--- src/rtl/gray2bin_pipe.sv ---
// ============================================================================
// gray2bin_pipe : pipelined Gray-to-binary decoder with valid/ready on both
//                 sides; the prefix-XOR chain is sliced across STAGES registers.
// Revision      : 1.0
// ============================================================================
`default_nettype none

module gray2bin_pipe #(
   parameter int DATA_WIDTH = 16,
   parameter int STAGES     = 4
) (
   input  logic                  clk_i,
   input  logic                  rst_n_i,
   input  logic                  gray_valid_i,
   output logic                  gray_ready_o,
   input  logic [DATA_WIDTH-1:0] gray_data_i,
   output logic                  bin_valid_o,
   input  logic                  bin_ready_i,
   output logic [DATA_WIDTH-1:0] bin_data_o
);

   localparam int c_slice = (STAGES < 1) ? 1 : (DATA_WIDTH + STAGES - 1) / STAGES;

   if (DATA_WIDTH < 2 || STAGES < 1 || (STAGES - 1) * c_slice >= DATA_WIDTH) begin : g_bad_cfg
      $error("gray2bin_pipe: illegal DATA_WIDTH/STAGES combination (empty stage slice)");
   end

   logic [STAGES-1:0]                 r_valid;
   logic [STAGES-1:0][DATA_WIDTH-1:0] r_gray;
   logic [STAGES-1:0][DATA_WIDTH-1:0] r_bin;
   logic [STAGES-1:0]                 r_carry;
   logic [STAGES-1:0]                 w_load;
   logic                              w_unused;

   for (genvar s = 0; s < STAGES; s++) begin : g_stage
      localparam int c_hi = DATA_WIDTH - 1 - s * c_slice;
      localparam int c_lo = (c_hi - c_slice + 1 < 0) ? 0 : c_hi - c_slice + 1;

      logic                  w_vin;
      logic                  w_cin;
      logic                  w_cout;
      logic [DATA_WIDTH-1:0] w_gin;
      logic [DATA_WIDTH-1:0] w_bin_in;
      logic [DATA_WIDTH-1:0] w_bin_nx;
      logic                  w_unused;

      if (s == 0) begin : g_head
         assign w_vin    = gray_valid_i;
         assign w_gin    = gray_data_i;
         assign w_bin_in = '0;
         assign w_cin    = 1'b0;
      end else begin : g_body
         assign w_vin    = r_valid[s-1];
         assign w_gin    = r_gray[s-1];
         assign w_bin_in = r_bin[s-1];
         assign w_cin    = r_carry[s-1];
      end

      // Each resolved bit is the carry XOR the Gray bits from the slice top down to it
      for (genvar i = 0; i < DATA_WIDTH; i++) begin : g_bit
         if (i >= c_lo && i <= c_hi) begin : g_res
            assign w_bin_nx[i] = w_cin ^ (^w_gin[c_hi:i]);
         end else begin : g_pass
            assign w_bin_nx[i] = w_bin_in[i];
         end
      end

      assign w_cout   = w_bin_nx[c_lo];
      assign w_unused = ^w_bin_in[c_hi:c_lo];

      // A stage can be written if any stage from here to the output has a hole
      assign w_load[s] = ~(&r_valid[STAGES-1:s]) | bin_ready_i;

      always_ff @(posedge clk_i) begin
         if (!rst_n_i) begin
            r_valid[s] <= 1'b0;
            r_gray[s]  <= '0;
            r_bin[s]   <= '0;
            r_carry[s] <= 1'b0;
         end else if (w_load[s]) begin
            r_valid[s] <= w_vin;
            if (w_vin) begin
               r_gray[s]  <= w_gin;
               r_bin[s]   <= w_bin_nx;
               r_carry[s] <= w_cout;
            end
         end
      end
   end

   assign gray_ready_o = w_load[0];
   assign bin_valid_o  = r_valid[STAGES-1];
   assign bin_data_o   = r_bin[STAGES-1];
   assign w_unused     = ^{r_gray[STAGES-1], r_carry[STAGES-1]};

endmodule

`default_nettype wire

--- config.mk ---
export PLATFORM = sky130hd
export DESIGN_NAME = gray2bin_pipe
export DESIGN_NICKNAME = d
export VERILOG_FILES = /design/src/rtl/gray2bin_pipe.sv
export SDC_FILE = /design/constraint.sdc
export NUM_CORES = 1
export LEC_CHECK = 0
export CORE_MARGIN = 2
export CORE_UTILIZATION = 50
export DETAILED_ROUTE_END_ITERATION = 8
export PLACE_DENSITY_LB_ADDON = 0.05
export SLEW_MARGIN = 5
export SYNTH_ARGS = -nofsm -noshare
export SYNTH_HDL_FRONTEND = slang
export SYNTH_SLANG_ARGS = --single-unit
--- constraint.sdc ---
create_clock -name clk_i -period 2.2 [get_ports clk_i]
set_input_delay 0.44 -clock clk_i [delete_from_list [all_inputs] [get_ports clk_i]]
set_output_delay 0.44 -clock clk_i [all_outputs]
set_load 0.01 [all_outputs]
==> results.yml, run 1 <==
sta:
  tightest_slew_ns: 0.560
  post-route-period-util_pct: 89.3
  max_freq_ghz: 0.509
  whs_ns: 0.455
  drv_slew: 0
  clock_skew_ns: 0.00409
  worst_slack_ns: 0.234
  rsz0062_at_grt: "false"
  hold_viol: 0
  setup-violations-final: 0
  period_needed_ns: 1.97
  fin_tns_setup_ns: 0
  maxSlewHeadroom_pct: 62.7
clocking:
  htreeDepth: 3
  ctsHoldBuffers: 0
  clkTransAtPathRegs_ns: 0.07
  root_buffer: "clkbuf_8"
  clock-sinks: 68
  cts_buffers: 9
  clk_path_buf_depth: 2
  cts_tree: "built"
  insertion_delay_ns: 0.33
synth:
  synth_area_leader_cell: "dfxtp_1"
  yosys.cell_types.count: 25
  synth_edf_count: 0
  avgSynthCellArea_um2: 8.86
  yosys_warnings: 0
  ys_seq_area_share_pct: 50.1
  ys.flop_type: "dfxtp_1"
  synth_fp_nets: 327
  synth_top_area_share_pct: 50.1
  synthTopCellsByArea: "dfxtp_1 (50%), nand2_1 (16%), a21boi_0 (15%)"
  ys_ff_latch: 68
  synth-async-reset-ratio_pct: 0
  netlist_top_cells_count: "nand2_1 (117), dfxtp_1 (68), a21boi_0 (54)"
  synthCells: 307
  yosysMostFrequentCell: "nand2_1"
  syn_area_um2: 2720
cells_and_area:
  fill_cells: 453
  drive_above_1_share_pct: 8.26
  area_growth_pct: 25.3
  final-instance-count-excl-fill: 421
  nets: 366
  seq_area_um2: 1360
  multi_input_comb_area_um2: 1260
  antennaDiodeCount: 0
route:
  drcViolationCount: 0
  routed_wl_um: 4730
  first_pass_iters: 6
  routedWlPerCell_um: 11.2
  via_per_inst: 4.79
  routed-via-count: 2016
  dr.first_iter.drc_count: 85
  drtAntennaViolNets: 0
setup_path:
  worstSetupStartpointType: "input port"
  crit_type: "input port to primary output"
  worstPathCellList: "clkdlybuf4s50_1 > and4b_1 > nand2_1 > dlygate4sd2_1"
  required_ns: 1.76
  cp_slowest_stage_delay_ns: 0.43
  slowest_stage: "clkdlybuf4s50_1"
  end_kind: "primary output"
  worstPathArrival_ns: 1.53
  cp_max_fo: 4
placed_design:
  dp_hpwl_um: 3310
  numPortBuffers: 37
  place_ws_ns: 0.0104
  dpl.cell_count: 405
  place.gp.congestion: 0.764
floorplanning:
  core_area_um2: 5170
  die_y_um: 77.7
  dieWidth_um: 77.7
  ios: 38
  die_area_um2: 6040
  initial_core_util_pct: 52.6
  fp-row-count: 26
min_path:
  hold_class: "flip-flop to flip-flop"
global_route:
  grt_pass1_vias: 1906
  grt_max_degree: 29
  grt_overflow: 0
  antenna_found_initial: 0
  grt_pass1_wl_um: 8580
  grt_usage_pct: 17.6
pwr:
  design_power_total_mw: 2.66
  power_leakage_nw: 1.27
  irDropWorstVdd_uv: 401
  power_density_nw_per_um2: 781
outcome:
  status: "complete, no violations"
job:
  maxCapViolCount: 0
[repair_timing]
action	in CTS	in global routing
gates resized for setup	1	0
setup buffers	0	0
endpoints found under the setup margin	1	0
[stage by stage]
step / util (%) / instance area, um2
CTS: 65.9 / 3410
finish: 65.9 / 3410
detailed placement: 61.3 / 3170
global placement: 61.3 / 3170
floorplan: - / 2720
global route: 65.9 / 3410
[cell families (layout without fill, tap and decap cells)]
family	count (synthesis)	after routing	synth area share (%)
xor+xnor	12	12	5.52
compound gates	68	68	19.5
simple gates	137	137	21.4
flops	68	68	50.1
buf+inv	22	66	3.59
[worst max-delay path: cells and delay by family]
kind | cells | cell delay [ns]
buffers and inverters | 2 | 0.72
and+or+nand+nor | 2 | 0.36
[state kept, by name, indices dropped and copies added, names as in the netlist]
register and cells:
bin_valid_o 1, g_stage.w_gin 24, bin_data_o 16, g_stage.w_bin_in 24, g_stage.w_vin 3
[metal layers]
metal | vias up | part of all wire [%] | GRT usage (%)
li1 | 1094 | - | -
met1 | 872 | 52 | 22.7
met2 | 39 | 43 | 27.5
met3 | 11 | 3.3 | 4.19
met4 | 0 | 2.1 | 9.11
met5 | - | 0 | 0
[cell usage in the layout (no fill, tap or decap)]
cell and instances:
a21boi_4 1, and4b_1 1, o211a_1 7, buf_12 1, and2_1 2, buf_2 1, nand3_1 6, nand2_1 117
nor2_4 1, a21boi_1 2, nand4b_1 1, or4b_1 3, a21oi_1 2, o21ai_0 1, clkinv_2 2, nor2b_1 1
a21boi_0 54, inv_1 3, clkdlybuf4s50_1 35, nand2b_1 1, dlygate4sd2_1 1, buf_4 9, xor3_1 3, clkbuf_8 12
xnor2_1 9, nand4_1 3, bufinv_16 2, o21ai_1 1, dfxtp_1 68, nand3b_1 1
[final timing paths]
kind	startpoint	endpoint	slack, ns	cells past startpoint
min	g_stage[2].w_bin_in[10]	g_stage[2].w_bin_in[10]	0.46	2
max reg2reg	g_stage[1].w_bin_in[12]	g_stage[2].w_bin_in[8]	0.53	4
min reg2reg	g_stage[2].w_bin_in[10]	g_stage[2].w_bin_in[10]	0.46	2
max	bin_ready_i	gray_ready_o	0.23	4
[cell type report]
class | count | area share [%]
well taps | 70 | 2.57
inverters | 3 | 0.331
flip-flops and latches | 68 | 40.0
clock inverters | 4 | 2.06
multi-input cells | 217 | 37.0
clock buffers | 12 | 4.85
repair buffers | 47 | 13.3
[power breakdown]
part | total [mW] | internal [mW] | switching [mW]
Combinational | 0.200 | 0.107 | 0.0928
Clock | 1.16 | 0.727 | 0.437
Sequential | 1.30 | 1.27 | 0.0258
No activity file was read; power rests on OpenSTA's default activity.
==> inputs of run 2 (changes only) <==
==> constraint.sdc (replaced) <==
create_clock -name clk_i -period 1.9 [get_ports clk_i]
set_input_delay 0.38 -clock clk_i [delete_from_list [all_inputs] [get_ports clk_i]]
set_output_delay 0.38 -clock clk_i [all_outputs]
set_load 0.01 [all_outputs]
==> results.yml, run 2 (same netlist as run 1, synthesis figures left out) <==
outcome:
  status: "complete, no violations"
floorplanning:
  dieWidth_um: 77.7
  die_y_um: 77.7
  ios: 38
  initial_core_util_pct: 52.6
  fp-row-count: 26
  die_area_um2: 6040
  core_area_um2: 5170
route:
  first_pass_iters: 4
  via_per_inst: 4.82
  routed_wl_um: 4840
  drtAntennaViolNets: 0
  routed-via-count: 2035
  routedWlPerCell_um: 11.5
  dr.first_iter.drc_count: 67
  drcViolationCount: 0
global_route:
  grt_usage_pct: 17.8
  grt_max_degree: 25
  grt_pass1_wl_um: 8510
  grt_overflow: 0
  grt_pass1_vias: 1861
  antenna_found_initial: 0
setup_path:
  rr_startpoint: "g_stage[1].w_bin_in[12]"
  cp_max_fo: 6
  startpoint: "g_stage[3].w_vin"
  worstSetupStartpointType: "flip-flop"
  rr_endpoint: "g_stage[2].w_bin_in[8]"
  rrSetupSlack_ns: 0.24
  reg2regPathDepth: 4
  crit_type: "flip-flop to primary output"
  end_kind: "primary output"
  required_ns: 1.52
  worstPathArrival_ns: 1.34
clocking:
  cts_tree: "built"
  root_buffer: "clkbuf_8"
  clk_path_buf_depth: 2
  insertion_delay_ns: 0.33
  clkTransAtPathRegs_ns: 0.07
  cts_buffers: 9
  clock-sinks: 68
  htreeDepth: 3
sta:
  post-route-period-util_pct: 90.3
  setup-violations-final: 0
  period_needed_ns: 1.72
  fin_tns_setup_ns: 0
  tightest_slew_ns: 0.560
  rsz0062_at_grt: "false"
  max_freq_ghz: 0.583
  clock_skew_ns: 0.00794
  hold_viol: 0
  drv_slew: 0
  maxSlewHeadroom_pct: 62.7
placed_design:
  place.gp.congestion: 0.763
  numPortBuffers: 37
  dp_hpwl_um: 3400
  place_area_um2: 3210
pwr:
  cell_internal_pwr_mw: 2.35
  switching_share_pct: 21.8
  irDropWorstVdd_uv: 632
  power_leakage_nw: 1.28
  p_switching_mw: 0.652
  power_density_nw_per_um2: 875
  p_seq_share_pct: 50.0
  p_comb_share_pct: 8.0
  power.share.clock_pct: 42.0
cells_and_area:
  nets: 367
  antennaDiodeCount: 0
  drive_above_1_share_pct: 8.52
  stdcell_area_um2: 3430
  final_common_cell: "nand2_1"
  area_growth_pct: 26.1
  layout_common_cells: "nand2_1 (117), dfxtp_1 (68), a21boi_0 (54)"
min_path:
  hold_depth: 3
  hold-path-endpoint: "bin_valid_o"
  hold_class: "input port to flip-flop"
  hold_start: "bin_ready_i"
job:
  maxCapViolCount: 0
==> run 2: worst max-delay path by stage <==
stage	end	slack [ns]	cells after the start
final	gray_ready_o	0.18	3
after global routing	gray_ready_o	0.08	3
after CTS	gray_ready_o	0.06	4
after detailed placement	gray_ready_o	-0.16	4
after global placement	gray_ready_o	-0.16	4
after floorplan	g_stage[2].w_bin_in[8]	0.41	4
==> run 2: layout make-up <==
class | instances | area [um2]
timing repair buffer | 48 | 487
multi-input combinational | 217 | 1260
sequential | 68 | 1360
tap | 70 | 87.6
clock buffer | 13 | 179
fill | 454 | 1740
clock inverter | 3 | 42.5
inverter | 3 | 11.3
==> run 2: timing repair <==
action / CTS / global route
hold buffers: 0 / 0
resized for setup: 1 / 1
buffers inserted: 0 / 0
setup endpoints to repair: 1 / 1
hold endpoints to repair: 0 / 0
==> run 2: worst max-delay path, cell delays in order (launching register included) <==
cell and delay (ns):
dfxtp_1 0.42, and4b_1 0.25, nand2_1 0.06, dlygate4sd2_1 0.28
==> run 2: power groups by stage <==
stage	clock (mW)	combinational, mW	sequential, mW
global route	1.36	0.266	1.50
global placement	0	0.239	1.53
floorplan	0	0.151	1.52
CTS	1.29	0.242	1.50
finish	1.26	0.239	1.50
detailed placement	0	0.240	1.53
==> run 2: stage by stage <==
| step | power, mW | utilization, % | setup WS (ns) | hold WS (ns) | std cells |
|---|---|---|---|---|---|
| after floorplan | 1.68 | - | 0.413 | 0.435 | 307 |
| after global placement | 1.77 | 62.0 | -0.159 | 0.443 | 406 |
| after detailed placement | 1.77 | 62.0 | -0.160 | 0.445 | 406 |
| after CTS | 3.03 | 66.2 | 0.0644 | 0.450 | 422 |
| after global routing | 3.13 | 66.3 | 0.0784 | 0.472 | 422 |
| final | 3.00 | 66.3 | 0.185 | 0.451 | 422 |
==> run 2: routing by layer <==
metal | global-route usage [%] | up-vias | share of wire (%)
met5 | 0 | - | 0
met4 | 8.57 | 0 | 1.8
met3 | 4.19 | 8 | 3.2
met2 | 27.2 | 37 | 44
met1 | 23.6 | 893 | 51
li1 | - | 1097 | -
